`src/rtl/pair_mac_pkg.sv`:
```
// rtl/pair_mac_pkg.sv - shared types for the pair multiply-accumulate block
package pair_mac_pkg;

    localparam int PROD_W = 18;

    // sel0 = x, sel1 = y
    typedef struct packed {
        logic signed [8:0] sel0;
        logic signed [8:0] sel1;
    } product0;

    typedef enum logic [1:0] {
        ACCUM  = 2'd0,
        DRAIN  = 2'd1,
        OUTPUT = 2'd2
    } state_e;

endpackage

```
`src/rtl/pair_mult.sv`:
```
// rtl/pair_mult.sv - registered 9x9 signed multiplier (stage 1)
module pair_mult
    import pair_mac_pkg::*;
(
    input  logic                     system1000,
    input  logic                     system1000_rstn,
    input  logic                     in_fire,
    input  product0                  in_pair,
    output logic signed [PROD_W-1:0] prod,
    output logic                     prod_vld
);

    logic signed [PROD_W-1:0] prod_d, prod_q;
    logic                     prod_vld_d, prod_vld_q;

    always_comb begin
        prod_d     = prod_q;
        prod_vld_d = in_fire;
        if (in_fire) begin
            prod_d = PROD_W'(in_pair.sel0) * PROD_W'(in_pair.sel1);
        end
    end

    always_ff @(posedge system1000 or negedge system1000_rstn) begin
        if (!system1000_rstn) begin
            prod_q     <= '0;
            prod_vld_q <= 1'b0;
        end else begin
            prod_q     <= prod_d;
            prod_vld_q <= prod_vld_d;
        end
    end

    assign prod     = prod_q;
    assign prod_vld = prod_vld_q;

endmodule

```
`src/rtl/pair_mac.sv`:
```
// rtl/pair_mac.sv - sums x*y over LEN accepted pairs, one result per frame
module pair_mac
    import pair_mac_pkg::*;
#(
    parameter  int LEN   = 4,
    localparam int ACC_W = PROD_W + $clog2(LEN)
) (
    input  logic                    system1000,
    input  logic                    system1000_rstn,
    input  logic                    in_valid,
    output logic                    in_ready,
    input  product0                 in_pair,
    output logic                    out_valid,
    input  logic                    out_ready,
    output logic signed [ACC_W-1:0] out_acc
);

    localparam int CNT_W = $clog2(LEN);

    state_e                   state_d, state_q;
    logic [CNT_W-1:0]         cnt_d, cnt_q;
    logic signed [ACC_W-1:0]  acc_d, acc_q;
    logic                     in_ready_d, in_ready_q;
    logic                     out_valid_d, out_valid_q;
    logic signed [PROD_W-1:0] prod;
    logic                     prod_vld;
    logic                     in_fire, out_fire;

    assign in_fire  = in_valid & in_ready_q;
    assign out_fire = out_valid_q & out_ready;

    pair_mult u_mult (
        .system1000      (system1000),
        .system1000_rstn (system1000_rstn),
        .in_fire         (in_fire),
        .in_pair         (in_pair),
        .prod            (prod),
        .prod_vld        (prod_vld)
    );

    always_comb begin
        state_d = state_q;
        cnt_d   = cnt_q;
        acc_d   = acc_q;
        if (prod_vld) begin
            acc_d = acc_q + ACC_W'(prod);
        end
        case (state_q)
            ACCUM: begin
                if (in_fire) begin
                    if (cnt_q == CNT_W'(LEN - 1)) begin
                        cnt_d   = '0;
                        state_d = DRAIN;
                    end else begin
                        cnt_d = cnt_q + CNT_W'(1);
                    end
                end
            end
            // the last product is still in stage 1 and lands in acc here
            DRAIN:   state_d = OUTPUT;
            OUTPUT: begin
                if (out_fire) begin
                    acc_d   = '0;
                    state_d = ACCUM;
                end
            end
            default: state_d = ACCUM;
        endcase
        in_ready_d  = (state_d == ACCUM);
        out_valid_d = (state_d == OUTPUT);
    end

    always_ff @(posedge system1000 or negedge system1000_rstn) begin
        if (!system1000_rstn) begin
            state_q     <= ACCUM;
            cnt_q       <= '0;
            acc_q       <= '0;
            in_ready_q  <= 1'b1;
            out_valid_q <= 1'b0;
        end else begin
            state_q     <= state_d;
            cnt_q       <= cnt_d;
            acc_q       <= acc_d;
            in_ready_q  <= in_ready_d;
            out_valid_q <= out_valid_d;
        end
    end

    assign in_ready  = in_ready_q;
    assign out_valid = out_valid_q;
    assign out_acc   = acc_q;

endmodule
```
`config.mk`:
```
export PLATFORM = sky130hd
export DESIGN_NAME = pair_mac
export DESIGN_NICKNAME = d
export VERILOG_FILES = /design/src/rtl/pair_mac_pkg.sv /design/src/rtl/pair_mult.sv /design/src/rtl/pair_mac.sv
export SDC_FILE = /design/constraint.sdc
export NUM_CORES = 1
export LEC_CHECK = 0
export BUFFER_PORTS_ARGS = -buffer_cell sky130_fd_sc_hd__buf_2
export CORE_AREA = 2 2 94 119
export DETAILED_ROUTE_END_ITERATION = 10
export DIE_AREA = 0 0 96 121
export GPL_TIMING_DRIVEN = 0
export HOLD_SLACK_MARGIN = 0.05
export PLACE_DENSITY = 0.81
export SYNTH_ARGS = -nofsm -noshare
export SYNTH_HDL_FRONTEND = slang
export SYNTH_HIERARCHICAL = 1
export SYNTH_SLANG_ARGS = --single-unit
```
`constraint.sdc`:
```
create_clock -name system1000 -period 2.7 [get_ports system1000]
set_input_delay 0.405 -clock system1000 [delete_from_list [all_inputs] [get_ports system1000]]
set_output_delay 0.405 -clock system1000 [all_outputs]
set_load 0.01 [all_outputs]
```
==> summary.txt <==
Power and ir drop
  • Power Density: 1470 nW/um2
  • Combinational Power Share: 80.5%
  • Peak VDD IR: 806 uV
  • Net switching fraction of the power: 45.1%
  • Leak pwr: 3.35 nW
  • Seq pwr share: 12.6%
  • Pint: 0.00574 W
  • Tot Pwr: 0.0104 W
  • Clock network power share: 6.9%
  • Sw power: 0.00471 W

Synthesis
  • Seq/Total Area, Yosys: 19.8%
  • Area contributors post-synth: fa_1 25%, dfrtp_1 19%, ha_1 13%
  • Largest area contributor in the netlist: fa_1
  • Most used standard cell by instance count after synthesis: inv_1
  • Mean post-synth cell area: 9.53 um2
  • Synth cell count leaders: 79 x inv_1, 71 x fa_1, 59 x nand2_1
  • Yosys reg bits: 45
  • Top_reg_cell synth: dfrtp_1
  • Post-Syn Nets: 748
  • Synthesized instance count: 597
  • Synth unique cells: 53
  • Async SR Flop Fraction: 100%
  • Post-Syn Area: 5690 um2
  • Top cell type's share of synthesized area: 25.0%
  • Number of synthesized flops with an enable pin: 0
  • Syn. warnings: 6

Hold path
  • Worst hold path class: input port to async pin

Layout
  • Antenna diodes: 0
  • Cell Count, Final, Fillers Out: 790
  • Nets: 808
  • Filler Cell Count: 800
  • Area grow syn2layout: 24.7%
  • Share of cells above drive strength 1: 26.7%

Routing
  • DR vias: 4,415
  • Drt drc: 0
  • Routed length per instance: 16.1 um
  • Via density: 5.59
  • Initial DRC Count: 130
  • WL final: 12,700 um
  • Drt first pass iters: 4
  • Post-route ant nets: 0

Die
  • Die Ht: 121 um
  • Chip Width: 96 um
  • Total core area: 10,500 um2
  • Ports: 44
  • Die area: 11,600 um2
  • Starting density of the core: 54.4%
  • # rows: 42

Clock network
  • Skew-Pair Late Insertion Delay: 290 ps
  • CTS Buf Count: 5
  • Clock Tree Root: clkbuf_16
  • Post-CTS Hold Buffers: 0
  • Clk buf depth: 2
  • CTS tree: yes
  • Sink Count: 45
  • H-tree levels: 2
  • Clk slew on worst S/H paths: 60 ps

Worst setup path
  • R2r setup slk: 150 ps
  • Worst Path Buf+Inv: 3
  • Critical path's largest stage delay: 560 ps
  • Critical Path Fanout Max: 4
  • Critical path's most frequent cell: fa_1
  • Startpoint Class: input port
  • CP cell instances: buf_12, and2_4, fa_1, inv_2, fa_1, inv_2, fa_1, fa_1, fa_2, ha_4, a211oi_4, o21ai_2, a211oi_2, o21bai_1, xor2_1, mux2_4
  • Crit end category: register
  • Setup CP Type: input port to register
  • Top delay family on crit path: adder cells
  • Crit path DAT: 4570 ps
  • Worst EP required: 2870 ps
  • Cell with the largest stage delay on the worst path: fa_1

Outcome
  • Status: finished, violations left
  • Violated checks: setup timing

Placement
  • Placed insts: 766
  • Port-buffer cells: 37
  • DP HPWL: 10,100 um
  • RePlAce Congestion: 0.923
  • Setup WS pre-CTS: -2110 ps

STA
  • Slew @ Worst Pin: 971 ps
  • Min Tclk post-route: 4390 ps
  • Period utilisation layout: 163%
  • Layout Skew: 6.63 ps
  • Fin Setup TNS: -16,140 ps
  • Final hold violations: 0
  • Slew headroom: 35.3%
  • RSZ-0062 raised after global routing: true
  • Setup WS post-layout: -1690 ps
  • Finish-stage setup viols: 13
  • Final Hold Slack: 273 ps
  • Fmax: 228 MHz
  • Max Transition Viols Final: 0

Global route
  • Total gr overflow: 0
  • Initial antenna violation count: 0
  • Largest net degree at the start of global routing: 46
  • First-pass GRT wire length: 21,400 um
  • Gr usage total: 23.1%
  • Number of global-route vias before repair: 4,602

Run
  • # Max-Cap Violations: 0
## power by group through the flow
stage                     clock [W]  sequential [W]  combinational, W
after CTS                  0.000723         0.00132           0.00773
final                      0.000717         0.00132           0.00841
after global routing       0.000751         0.00137           0.00932
after global placement            0         0.00131           0.00703
after floorplan                   0         0.00133           0.00580
after detailed placement          0         0.00133           0.00729
## state kept, by name, indices dropped and copies added (netlist names)
| name | count |
|---|---|
| state_q | 2 |
| out_acc | 20 |
| u_mult/prod | 18 |
| in_ready | 1 |
| out_valid | 1 |
| cnt_q | 2 |
| u_mult/prod_vld | 1 |
## kinds of logic (layout without fill, tap and decap cells)
logic type,after synthesis,after routing,synth area share [%]
muxes,28,28,5.39
adders and majority gates,129,129,37.7
buffers and inverters,97,158,6.60
and+or+nand+nor,170,170,14.7
DFF,45,45,19.8
xor gates and xnor gates,30,30,4.62
AOI/OAI and AO/OA,98,98,11.1
## path summary, 6_finish.rpt
| path | start | to | depth (start not counted) |
|---|---|---|---|
| max | in_pair[4] | u_mult/prod[15] | 16 |
| min | system1000_rstn | out_acc[4] | 1 |
| max reg2reg | u_mult/prod[17] | out_acc[19] | 8 |
| min reg2reg | state_q[1] | out_valid | 1 |
| max in group asynchronous | system1000_rstn | state_q[1] | 1 |
| min in group system1000 | out_ready | out_valid | 4 |
## area by class of cell
| type | count | area [um2] | share of cell area (%) |
|---|---|---|---|
| tap | 132 | 165 | 2.33 |
| inverter | 79 | 297 | 4.18 |
| clock buffer | 6 | 139 | 1.96 |
| sequential | 45 | 1130 | 15.9 |
| multi-input combinational | 455 | 4720 | 66.5 |
| timing repair buffer | 53 | 414 | 5.84 |
| buffer | 18 | 196 | 2.77 |
| clock inverter | 2 | 37.5 | 0.529 |
## layer usage
layer | part of all wire [%] | vias to the layer above | track usage (%)
li1 | - | 2098 | -
met1 | 41 | 2206 | 27.4
met2 | 55 | 93 | 44.1
met3 | 2.7 | 18 | 1.80
met4 | 1.6 | 0 | 5.36
met5 | 0 | - | 0
## worst register-to-register path: stages (launching register included)
cell       delay, ps
dfrtp_1          470
ha_1             420
and3_1           240
nand3_1          150
or2_1            250
o221ai_2         270
nor3_1            90
a2111oi_1        370
o311ai_1         160
## per-stage QoR
stage               util (%)  instance area [um2]
global placement        61.9                 6470
global route            67.9                 7100
CTS                     65.7                 6870
floorplan                  -                 6120
detailed placement      61.9                 6470
finish                  67.9                 7100
## placed cells by master, fill, tap and decap left out, types with 18 or more instances in the layout
cell type,n
o21ai_0,18
dfrtp_1,44
ha_1,35
nand2_1,45
a21oi_1,22
inv_1,70
fa_1,61
ha_4,23
nor2_1,23
xnor2_1,18
and2_1,29
buf_2,29
## timing repair
item,CTS,global route
pin swaps,26,33
resized for setup,38,42
buffers inserted,10,7
setup endpoints to repair,14,17
Power figures use the tool's default switching activity.
